### src/rtl/trap_ctrl.sv
// Machine-mode trap controller: owns the M-mode trap CSRs and the privilege level, and
// sequences exceptions, interrupts and mret through a flush/redirect handshake.
package riscv_pkg;
    localparam int RV_XLEN = 32;

    typedef enum logic [3:0] {
        INSTR_ADDR_MISALIGNED = 4'd0,
        INSTR_ACCESS_FAULT    = 4'd1,
        ILLEGAL_INSTR         = 4'd2,
        BREAKPOINT            = 4'd3,
        LD_ADDR_MISALIGNED    = 4'd4,
        LD_ACCESS_FAULT       = 4'd5,
        ST_ADDR_MISALIGNED    = 4'd6,
        ST_ACCESS_FAULT       = 4'd7,
        ECALL_U               = 4'd8,
        ECALL_M               = 4'd11
    } ex_cause_t;

    // Interrupt codes share the exception encodings; only the mcause MSB differs.
    localparam ex_cause_t IRQ_M_SOFT  = BREAKPOINT;
    localparam ex_cause_t IRQ_M_TIMER = ST_ACCESS_FAULT;
    localparam ex_cause_t IRQ_M_EXT   = ECALL_M;

    typedef enum logic [1:0] {
        PRIV_U = 2'b00,
        PRIV_M = 2'b11
    } priv_lvl_t;
endpackage

module trap_ctrl
    import riscv_pkg::*;
#(
    parameter logic [RV_XLEN-1:0] MTVEC_RESET = 'h100
) (
    input  logic               clk_i,
    input  logic               rst_i,
    input  logic               cmt_valid_i,
    output logic               cmt_ready_o,
    input  logic [RV_XLEN-1:0] cmt_pc_i,
    input  logic [RV_XLEN-1:0] cmt_npc_i,
    input  logic               cmt_ex_valid_i,
    input  ex_cause_t          cmt_ex_cause_i,
    input  logic [RV_XLEN-1:0] cmt_ex_tval_i,
    input  logic               cmt_mret_i,
    input  logic [2:0]         irq_i,
    output logic               flush_o,
    input  logic               flush_ack_i,
    output logic               redirect_valid_o,
    output logic [RV_XLEN-1:0] redirect_pc_o,
    input  logic               csr_we_i,
    input  logic [11:0]        csr_addr_i,
    input  logic [RV_XLEN-1:0] csr_wdata_i,
    output logic [RV_XLEN-1:0] csr_rdata_o,
    output priv_lvl_t          priv_lvl_o
);
    localparam int XLEN = RV_XLEN;

    localparam logic [11:0] CSR_MSTATUS = 12'h300;
    localparam logic [11:0] CSR_MIE     = 12'h304;
    localparam logic [11:0] CSR_MTVEC   = 12'h305;
    localparam logic [11:0] CSR_MEPC    = 12'h341;
    localparam logic [11:0] CSR_MCAUSE  = 12'h342;
    localparam logic [11:0] CSR_MTVAL   = 12'h343;
    localparam logic [11:0] CSR_MIP     = 12'h344;

    typedef enum logic [1:0] {ST_IDLE, ST_FLUSH, ST_REDIR} state_t;
    typedef enum logic [1:0] {EV_NONE, EV_TRAP, EV_MRET} ev_kind_t;

    state_t          state;
    priv_lvl_t       priv_q;
    logic            mstatus_mie;
    logic            mstatus_mpie;
    priv_lvl_t       mstatus_mpp;
    logic [2:0]      mie_q;       // {meie, mtie, msie}, same order as irq_i
    logic [XLEN-1:0] mtvec_q;
    logic [XLEN-1:0] mepc_q;
    logic [XLEN-1:0] mcause_q;
    logic [XLEN-1:0] mtval_q;

    ev_kind_t        ev_kind;
    logic            ev_irq;
    ex_cause_t       ev_cause;
    logic [XLEN-1:0] ev_tval;
    logic [XLEN-1:0] ev_epc;
    logic [XLEN-1:0] ev_target;
    logic [2:0]      irq_en;
    logic            take_event;

    assign irq_en     = irq_i & mie_q & {3{(priv_q == PRIV_U) | mstatus_mie}};
    assign take_event = cmt_valid_i & cmt_ready_o & (ev_kind != EV_NONE);
    assign priv_lvl_o = priv_q;

    always_comb begin
        // NOTE: every signal written here gets a default first, so no path can infer a latch.
        ev_kind  = EV_NONE;
        ev_irq   = 1'b0;
        ev_cause = ILLEGAL_INSTR;
        ev_tval  = '0;
        ev_epc   = cmt_pc_i;
        if (cmt_ex_valid_i) begin
            ev_kind  = EV_TRAP;
            ev_cause = cmt_ex_cause_i;
            ev_tval  = cmt_ex_tval_i;
        end else if (cmt_mret_i && priv_q == PRIV_U) begin
            ev_kind = EV_TRAP;
        end else if (cmt_mret_i) begin
            ev_kind = EV_MRET;
        end else if (|irq_en) begin
            ev_kind  = EV_TRAP;
            ev_irq   = 1'b1;
            ev_epc   = cmt_npc_i;
            ev_cause = irq_en[2] ? IRQ_M_EXT : (irq_en[0] ? IRQ_M_SOFT : IRQ_M_TIMER);
        end
    end

    always_comb begin
        ev_target = {mtvec_q[XLEN-1:2], 2'b00};
        if (ev_kind == EV_MRET) begin
            ev_target = mepc_q;
        end else if (ev_irq && mtvec_q[1:0] == 2'b01) begin
            ev_target = {mtvec_q[XLEN-1:2], 2'b00} + XLEN'({ev_cause, 2'b00});
        end
    end

    // NOTE: sequential state uses non-blocking assignments so every flop samples pre-edge values.
    always_ff @(posedge clk_i or posedge rst_i) begin
        if (rst_i) begin
            state            <= ST_IDLE;
            cmt_ready_o      <= 1'b1;
            flush_o          <= 1'b0;
            redirect_valid_o <= 1'b0;
            redirect_pc_o    <= '0;
        end else begin
            case (state)
                ST_IDLE: if (take_event) begin
                    state         <= ST_FLUSH;
                    cmt_ready_o   <= 1'b0;
                    flush_o       <= 1'b1;
                    redirect_pc_o <= ev_target;
                end
                ST_FLUSH: if (flush_ack_i) begin
                    state            <= ST_REDIR;
                    flush_o          <= 1'b0;
                    redirect_valid_o <= 1'b1;
                end
                ST_REDIR: begin
                    state            <= ST_IDLE;
                    redirect_valid_o <= 1'b0;
                    cmt_ready_o      <= 1'b1;
                end
                default: begin
                    state            <= ST_IDLE;
                    cmt_ready_o      <= 1'b1;
                    flush_o          <= 1'b0;
                    redirect_valid_o <= 1'b0;
                end
            endcase
        end
    end

    // Trap and mret updates take precedence over a CSR write in the same cycle.
    always_ff @(posedge clk_i or posedge rst_i) begin
        if (rst_i) begin
            priv_q       <= PRIV_M;
            mstatus_mie  <= 1'b0;
            mstatus_mpie <= 1'b0;
            mstatus_mpp  <= PRIV_U;
            mie_q        <= '0;
            mtvec_q      <= MTVEC_RESET;
            mepc_q       <= '0;
            mcause_q     <= '0;
            mtval_q      <= '0;
        end else if (take_event) begin
            if (ev_kind == EV_MRET) begin
                mstatus_mie  <= mstatus_mpie;
                mstatus_mpie <= 1'b1;
                priv_q       <= mstatus_mpp;
                mstatus_mpp  <= PRIV_U;
            end else begin
                mepc_q       <= ev_epc & ~XLEN'(3);
                mcause_q     <= {ev_irq, {(XLEN-5){1'b0}}, ev_cause};
                mtval_q      <= ev_tval;
                mstatus_mpie <= mstatus_mie;
                mstatus_mie  <= 1'b0;
                mstatus_mpp  <= priv_q;
                priv_q       <= PRIV_M;
            end
        end else if (csr_we_i) begin
            case (csr_addr_i)
                CSR_MSTATUS: begin
                    mstatus_mie  <= csr_wdata_i[3];
                    mstatus_mpie <= csr_wdata_i[7];
                    if (csr_wdata_i[12:11] == 2'b00) mstatus_mpp <= PRIV_U;
                    else if (csr_wdata_i[12:11] == 2'b11) mstatus_mpp <= PRIV_M;
                end
                CSR_MIE:    mie_q    <= {csr_wdata_i[11], csr_wdata_i[7], csr_wdata_i[3]};
                CSR_MTVEC:  mtvec_q  <= {csr_wdata_i[XLEN-1:2],
                                         csr_wdata_i[1] ? mtvec_q[1:0] : csr_wdata_i[1:0]};
                CSR_MEPC:   mepc_q   <= csr_wdata_i & ~XLEN'(3);
                CSR_MCAUSE: mcause_q <= csr_wdata_i;
                CSR_MTVAL:  mtval_q  <= csr_wdata_i;
                default: ;
            endcase
        end
    end

    always_comb begin
        csr_rdata_o = '0;
        case (csr_addr_i)
            CSR_MSTATUS: begin
                csr_rdata_o[3]     = mstatus_mie;
                csr_rdata_o[7]     = mstatus_mpie;
                csr_rdata_o[12:11] = mstatus_mpp;
            end
            CSR_MIE: begin
                csr_rdata_o[11] = mie_q[2];
                csr_rdata_o[7]  = mie_q[1];
                csr_rdata_o[3]  = mie_q[0];
            end
            CSR_MTVEC:  csr_rdata_o = mtvec_q;
            CSR_MEPC:   csr_rdata_o = mepc_q;
            CSR_MCAUSE: csr_rdata_o = mcause_q;
            CSR_MTVAL:  csr_rdata_o = mtval_q;
            CSR_MIP: begin
                csr_rdata_o[11] = irq_i[2];
                csr_rdata_o[7]  = irq_i[1];
                csr_rdata_o[3]  = irq_i[0];
            end
            default: ;
        endcase
    end
endmodule

### config.mk
export PLATFORM = sky130hd
export DESIGN_NAME = trap_ctrl
export DESIGN_NICKNAME = d
export VERILOG_FILES = /design/src/rtl/trap_ctrl.sv
export SDC_FILE = /design/constraint.sdc
export NUM_CORES = 1
export LEC_CHECK = 0
export CORE_AREA = 2 2 168 170
export CTS_BUF_LIST = sky130_fd_sc_hd__clkbuf_8
export DETAILED_ROUTE_END_ITERATION = 6
export DIE_AREA = 0 0 170 172
export PLACE_DENSITY = 0.59
export SLEW_MARGIN = 20
export SYNTH_ARGS = -nofsm -noshare
export SYNTH_HDL_FRONTEND = slang
export SYNTH_SLANG_ARGS = --single-unit
export TNS_END_PERCENT = 10
### constraint.sdc
create_clock -name clk_i -period 6.9 [get_ports clk_i]
set_input_delay 1.38 -clock clk_i [delete_from_list [all_inputs] [get_ports clk_i]]
set_output_delay 1.38 -clock clk_i [all_outputs]
set_load 0.01 [all_outputs]
Word-level counts from Yosys, hierarchy flattened
Index checks and enable logic that the tools add are counted.

storage, ports and cells
  register bits = 173
  bits in latches = 0
  memory bits (writable) = 0
  bits in read-only memories = 0
  input port bits = 154
  output and inout port bits = 69
  memories = 0

cells by class
  $add $sub $neg = 1
  $mul = 0
  divide/modulo/power cells = 0
  order comparisons = 0
  equal/unequal tests = 14
  shifts and indexed selects = 0
  multiplexer cells = 66
  bitwise logic cells = 10
  reductions and logical operators = 26

operator list
  kind                    number
  $mux W32                19
  $eq A12 B10 Y1 const B  7
  $pmux W19 S4            1
  $pmux W3 S4             3
  $add A32 B6 Y32         1
  $mux W2                 12
  $pmux W1 S7             3
  $reduce_and A3 Y1       7
  $mux W4                 5
  $mux W1                 17
  $reduce_bool A2 Y1      6
  $reduce_and A2 Y1       5
  $and A3 B3 Y3           2
  $eq A2 B2 Y1 const B    3
  $logic_not A2 Y1        3
  $ne A2 B2 Y1 const B    3
  $not A1 Y1              5
  $pmux W1 S5             1
  $pmux W1 S2             2
  $pmux W2 S2             1
  $reduce_and A4 Y1       1
  $mux W3                 1
  $pmux W1 S3             1
  $reduce_bool A3 Y1      1
  5 further kinds         7

Depth between registers and ports, before layout
  word-level depth = 12
  mapped depth = 15
  mapped depth without buffers = 12

Worst setup path after synthesis
No wires, ideal clock.

  path type = in2out
  from = input port csr_addr_i[10]
  to = output port csr_rdata_o[10]
  data arrival time = 3.084 ns
  slack = 2.436 ns
  cell stages on the path = 6
  cells stage by stage = or4_4 -> nor4_4 -> nor3b_2 -> buf_2 -> buf_2 -> a221o_1

between the ends
  word-level cells in the longest chain between the ends = 2
  elaborated cells between the ends (all ways) = 5

RTL lines
  element          RTL line  RTL
  start, declared  51        input logic [11:0] csr_addr_i,
  $eq A12 B10 Y1   209       case (csr_addr_i)
  $pmux W3 S4 (*)  209
  end, declared    53        output logic [RV_XLEN-1:0] csr_rdata_o,

Mark *: on every way between the ends. The rest lies on a longest branch, timed or not.

Worst setup path after layout
  from = input port csr_addr_i[10]
  to = output port csr_rdata_o[30]

between the ends
  word-level cells in the longest chain between the ends = 2
  elaborated cells between the ends (all ways) = 5

RTL lines
  element           RTL line
  $eq A12 B10 Y1    209
  $pmux W19 S4 (*)  209

Marked as above.

==> impl.org <==
** Clock network
- Clock latency on the worst-skew pair, taken at its later pin, is around 480 ps.
- The tree built by TritonCTS fans out to 169 sinks.
- Number of gates resized after CTS :: 0
- Quantity of hold-fixing buffers added after cts :: 0
- The cell sitting at the root of the clock tree is a clkbuf_8.
- Max Buffers Root-to-Sink :: 2
- In this run, CTS created clock tree buffers numbering 17.
- Clock tree from TritonCTS :: done
- After clock tree synthesis, the clock-pin slew on the worst setup and hold paths is ~100 ps.
- In this run the post-CTS setup repair buffer count came out at 0.
- Number of H-tree levels :: 4

** Outcome
- The flow ran to the end, and the final reports show no timing, DRC or antenna violations.

** Yosys
- Flip-flop cell with the highest count after synthesis :: dfrtp_1
- Post-synthesis cell count :: 963
- Summing the areas of all compound-gate instances in the mapped netlist gives 15.60% of the synthesized area.
- Post-synthesis register bit count :: 169
- YS warnings :: 0
- Dominant combinational cell family by area after synthesis :: multiplexers
- The netlist uses 69 different library cells.
- Area share of the largest cell type after synthesis :: roughly 44%
- Synth async-reset ratio :: 100.0%
- Area fraction in and, or, nand and nor cells after synthesis :: 15.65%
- Summing the areas of all fa, ha and maj instances in the mapped netlist gives 0.7439% of the synthesized area.
- Mux share of post-synthesis cell area :: 16.75%
- Post-Syn Area per Cell :: 9.781 um^2
- Netlist area before placement :: 0.009419 mm^2
- Xor and xnor area share after synthesis :: under 10%
- Register area share after synthesis :: 44.95%
- Of all cell types, the one taking the most synthesized area is dfrtp_1.
- Top area cells in the synthesized netlist :: dfrtp_1 (44%), mux2i_1 (7.5%), nand2_1 (6.5%)
- Count of flip-flops with a built-in enable after synthesis :: 0

** Worst setup path
- In this run the worst path has a maximum fanout of 21.
- Slowest-stage cell, CP :: or4_4
- Cell-by-cell trace of the critical path :: clkdlybuf4s50_1 -> or4_4 -> nor2_1 -> nand2_1 -> buf_4 -> nor2_1 -> a221o_1 -> clkdlybuf4s50_1
- Data on the critical path arrives at its endpoint at 4390 ps.
- On the worst path, the slowest cell contributes a delay of 580 ps.
- By startpoint and endpoint, the worst setup path is classified as primary input to output port.
- Crit path capture type :: output port
- The worst register-to-register path has a setup slack of 3180 ps.
- Type of origin of the critical path :: primary input
- Crit path required time :: 5520 ps
- Worst-case reg-to-reg path depth :: 8
- In this run the critical register-to-register path is captured at mtvec_q[0].
- In this run the critical register-to-register path is launched from mie_q[2].

** Routing
- First-pass iteration count of the detailed router :: 5
- Post-route ant nets :: 0
- The detailed router placed 7978 vias in this run.
- Residual DRC count :: 0
- Routed len/inst :: 21.19 um
- Starting DRC count in detailed routing :: 636
- Vias per inst :: 5.305
- Total wire length :: roughly 32000 um

** Die
- Number of standard-cell rows in the floorplan :: 61
- The core region is 0.02748 mm^2.
- The die is 170 um wide.
- Die H :: between 150 and 200 um
- Area enclosed by the die boundary :: 0.02924 mm^2
- The initial utilization of the core area, before any placement, comes to 34.28%.
- I/O pin total :: roughly 220

** Timing
- Minimum period implied by the final worst setup slack :: 5770 ps
- Pins Over Slew Limit :: 0
- Share of the clock period used by the worst path after layout :: 83.62%
- Fmax achieved :: between 150 and 200 MHz
- Max Clock Skew :: 19.75 ps
- Number of hold violations in the final report :: 0
- Final-report setup violation count :: 0
- Aggregate negative setup slack :: 0 ps
- Setup repair after global routing left no endpoint under its margin.
- For the pin with the worst max-slew slack, the measured transition is between 1000 and 1500 ps.
- Max_slew headroom :: 32.00%
- Final setup margin :: 1130 ps

** Placement
- Worst slack at placement :: 1117 ps
- Port buffering added 216 buffers.
- At the end of routability-driven placement, the weighted congestion stood at between 0.9 and 1.
- Dpl hpwl :: 24100 um

** Layout
- Leaving out fill and tap cells, the most frequent cell in the layout is clkdlybuf4s50_1.
- Compared with the post-synthesis result, the final layout area differs by 30.03%.
- The sequential cells in the finished layout cover a total of 0.004234 mm^2.
- In the layout the commonest cells are clkdlybuf4s50_1 (215), dfrtp_1 (165), nand2_1 (163), nor2_1 (85), o21ai_0 (76).
- The final layout contains between 1000 and 1500 nets.
- Area of the multi-input gates :: 0.004836 mm^2
- The layout has ~2700 filler cells.
- Cells with a size suffix above 1 make up roughly 11% of the layout.
- For this run, the share of the core covered by cells in the final layout is 44.58%.

** Run
- Maximum capacitance violations :: 0

** Power
- Across the VDD grid, the largest voltage drop is 88.81 uV.
- Static Leak :: 5.211 nW
- Post-layout total power :: 1.896 mW
- Pwr Density :: 154.8 mW/mm^2

** Global route
- Wire length of the first global-routing pass :: 47750 um
- Grt total ovfl :: 0
- Global-route usage over all layers :: 21.97%
- Number of antenna violations at the first check in global routing :: 1
- Entering global routing, the biggest net connects 72 pins.
- Number of global-route vias before repair :: 7601

** Worst hold path
- The worst hold path passes through 2 cells.
- HP Start :: redirect_pc_o[4]
- Hold WC Path Type :: flop to flop
- Worst hold path endpoint :: redirect_pc_o[4]
[final cells by class]
type / count / area share (%)
inverters: 13 / 0.4393
flip-flops and latches: 169 / 34.57
clock inverters: 15 / 1.389
repair buffers: 233 / 18.65
well taps: 346 / 3.535
clock buffers: 17 / 1.910
multi-input cells: 710 / 39.48
diodes: 1 / 0.02043
[registers in the layout, indices dropped and copies added, names as in the netlist, 2 cells and up]
name and count:
priv_lvl_o 2, redirect_pc_o 30, mtval_q 32, mie_q 3
mtvec_q 31, mstatus_mpp 2, mepc_q 30, state 2
mcause_q 32
[per-layer routing]
metal | track usage, % | up-vias | part of all wire [%] | wire [um]
met1 | 32.67 | 3865 | 48 | 15260
met3 | 3.571 | 43 | 5.5 | 1748
met2 | 32.65 | 232 | 44 | 14080
met4 | 6.763 | 0 | 2.5 | 786
met5 | 0 | - | 0 | 0
li1 | - | 3838 | - | -
[synth_stat cells, types with 5 or more instances]
library cell and n:
a211oi_1 5, a21oi_1 15, a221o_1 27, a22oi_1 5, a31oi_1 36, buf_1 7, buf_2 17, buf_4 7
clkbuf_1 38, dfrtp_1 165, inv_1 13, mux2_1 15, mux2_2 22, mux2_4 30, mux2i_1 71, nand2_1 163
nand3_1 18, nand4_1 9, nor2_1 85, nor2b_1 5, nor3_1 9, nor4_1 6, o211ai_1 5, o21ai_0 76
o21ai_1 5, o221ai_1 12, xnor2_1 9, xor2_1 14
[metrics by stage]
step	area (um^2)	hold WS, ps	instances
floorplan	9423	447.8	964
global placement	11840	458.9	1471
detailed placement	11840	469.1	1471
CTS	12250	491.2	1503
global route	12250	515.0	1504
finish	12250	486.4	1504
[power breakdown]
| group | switching, mW | leakage (nW) | internal [mW] | total (mW) |
|---|---|---|---|---|
| Combinational | 0.0783 | 2.67 | 0.0954 | 0.174 |
| Sequential | 0.00389 | 2.34 | 0.994 | 0.998 |
| Clock | 0.447 | 0.203 | 0.278 | 0.724 |
[cells by family after synthesis]
kind of cell | count (synthesis)
other | 1
AND/OR/NAND/NOR | 327
buffers and inverters | 85
multiplexers | 138
flip-flops | 169
AO/OA/AOI/OAI | 215
adder cells (fa/ha/maj) | 5
XOR/XNOR | 23
[critical path, delay by kind of cell]
kind | cells | cell delay (ps)
compound gates | 1 | 200
simple gates | 4 | 1460
buf+inv | 3 | 1350
[worst max path at each step]
stage,startpoint,to,slack [ps],cells past startpoint
3_5_place_dp,csr_addr_i[10],csr_rdata_o[12],1120,7
5_1_grt,csr_addr_i[10],csr_rdata_o[28],1010,8
3_3_place_gp,csr_addr_i[10],csr_rdata_o[30],1150,8
2_1_floorplan,rst_i,flush_o,950,1
4_1_cts,csr_addr_i[10],csr_rdata_o[12],1120,7
6_report,csr_addr_i[10],csr_rdata_o[30],1130,8
Note: power is estimated with default switching activity, not from simulation.
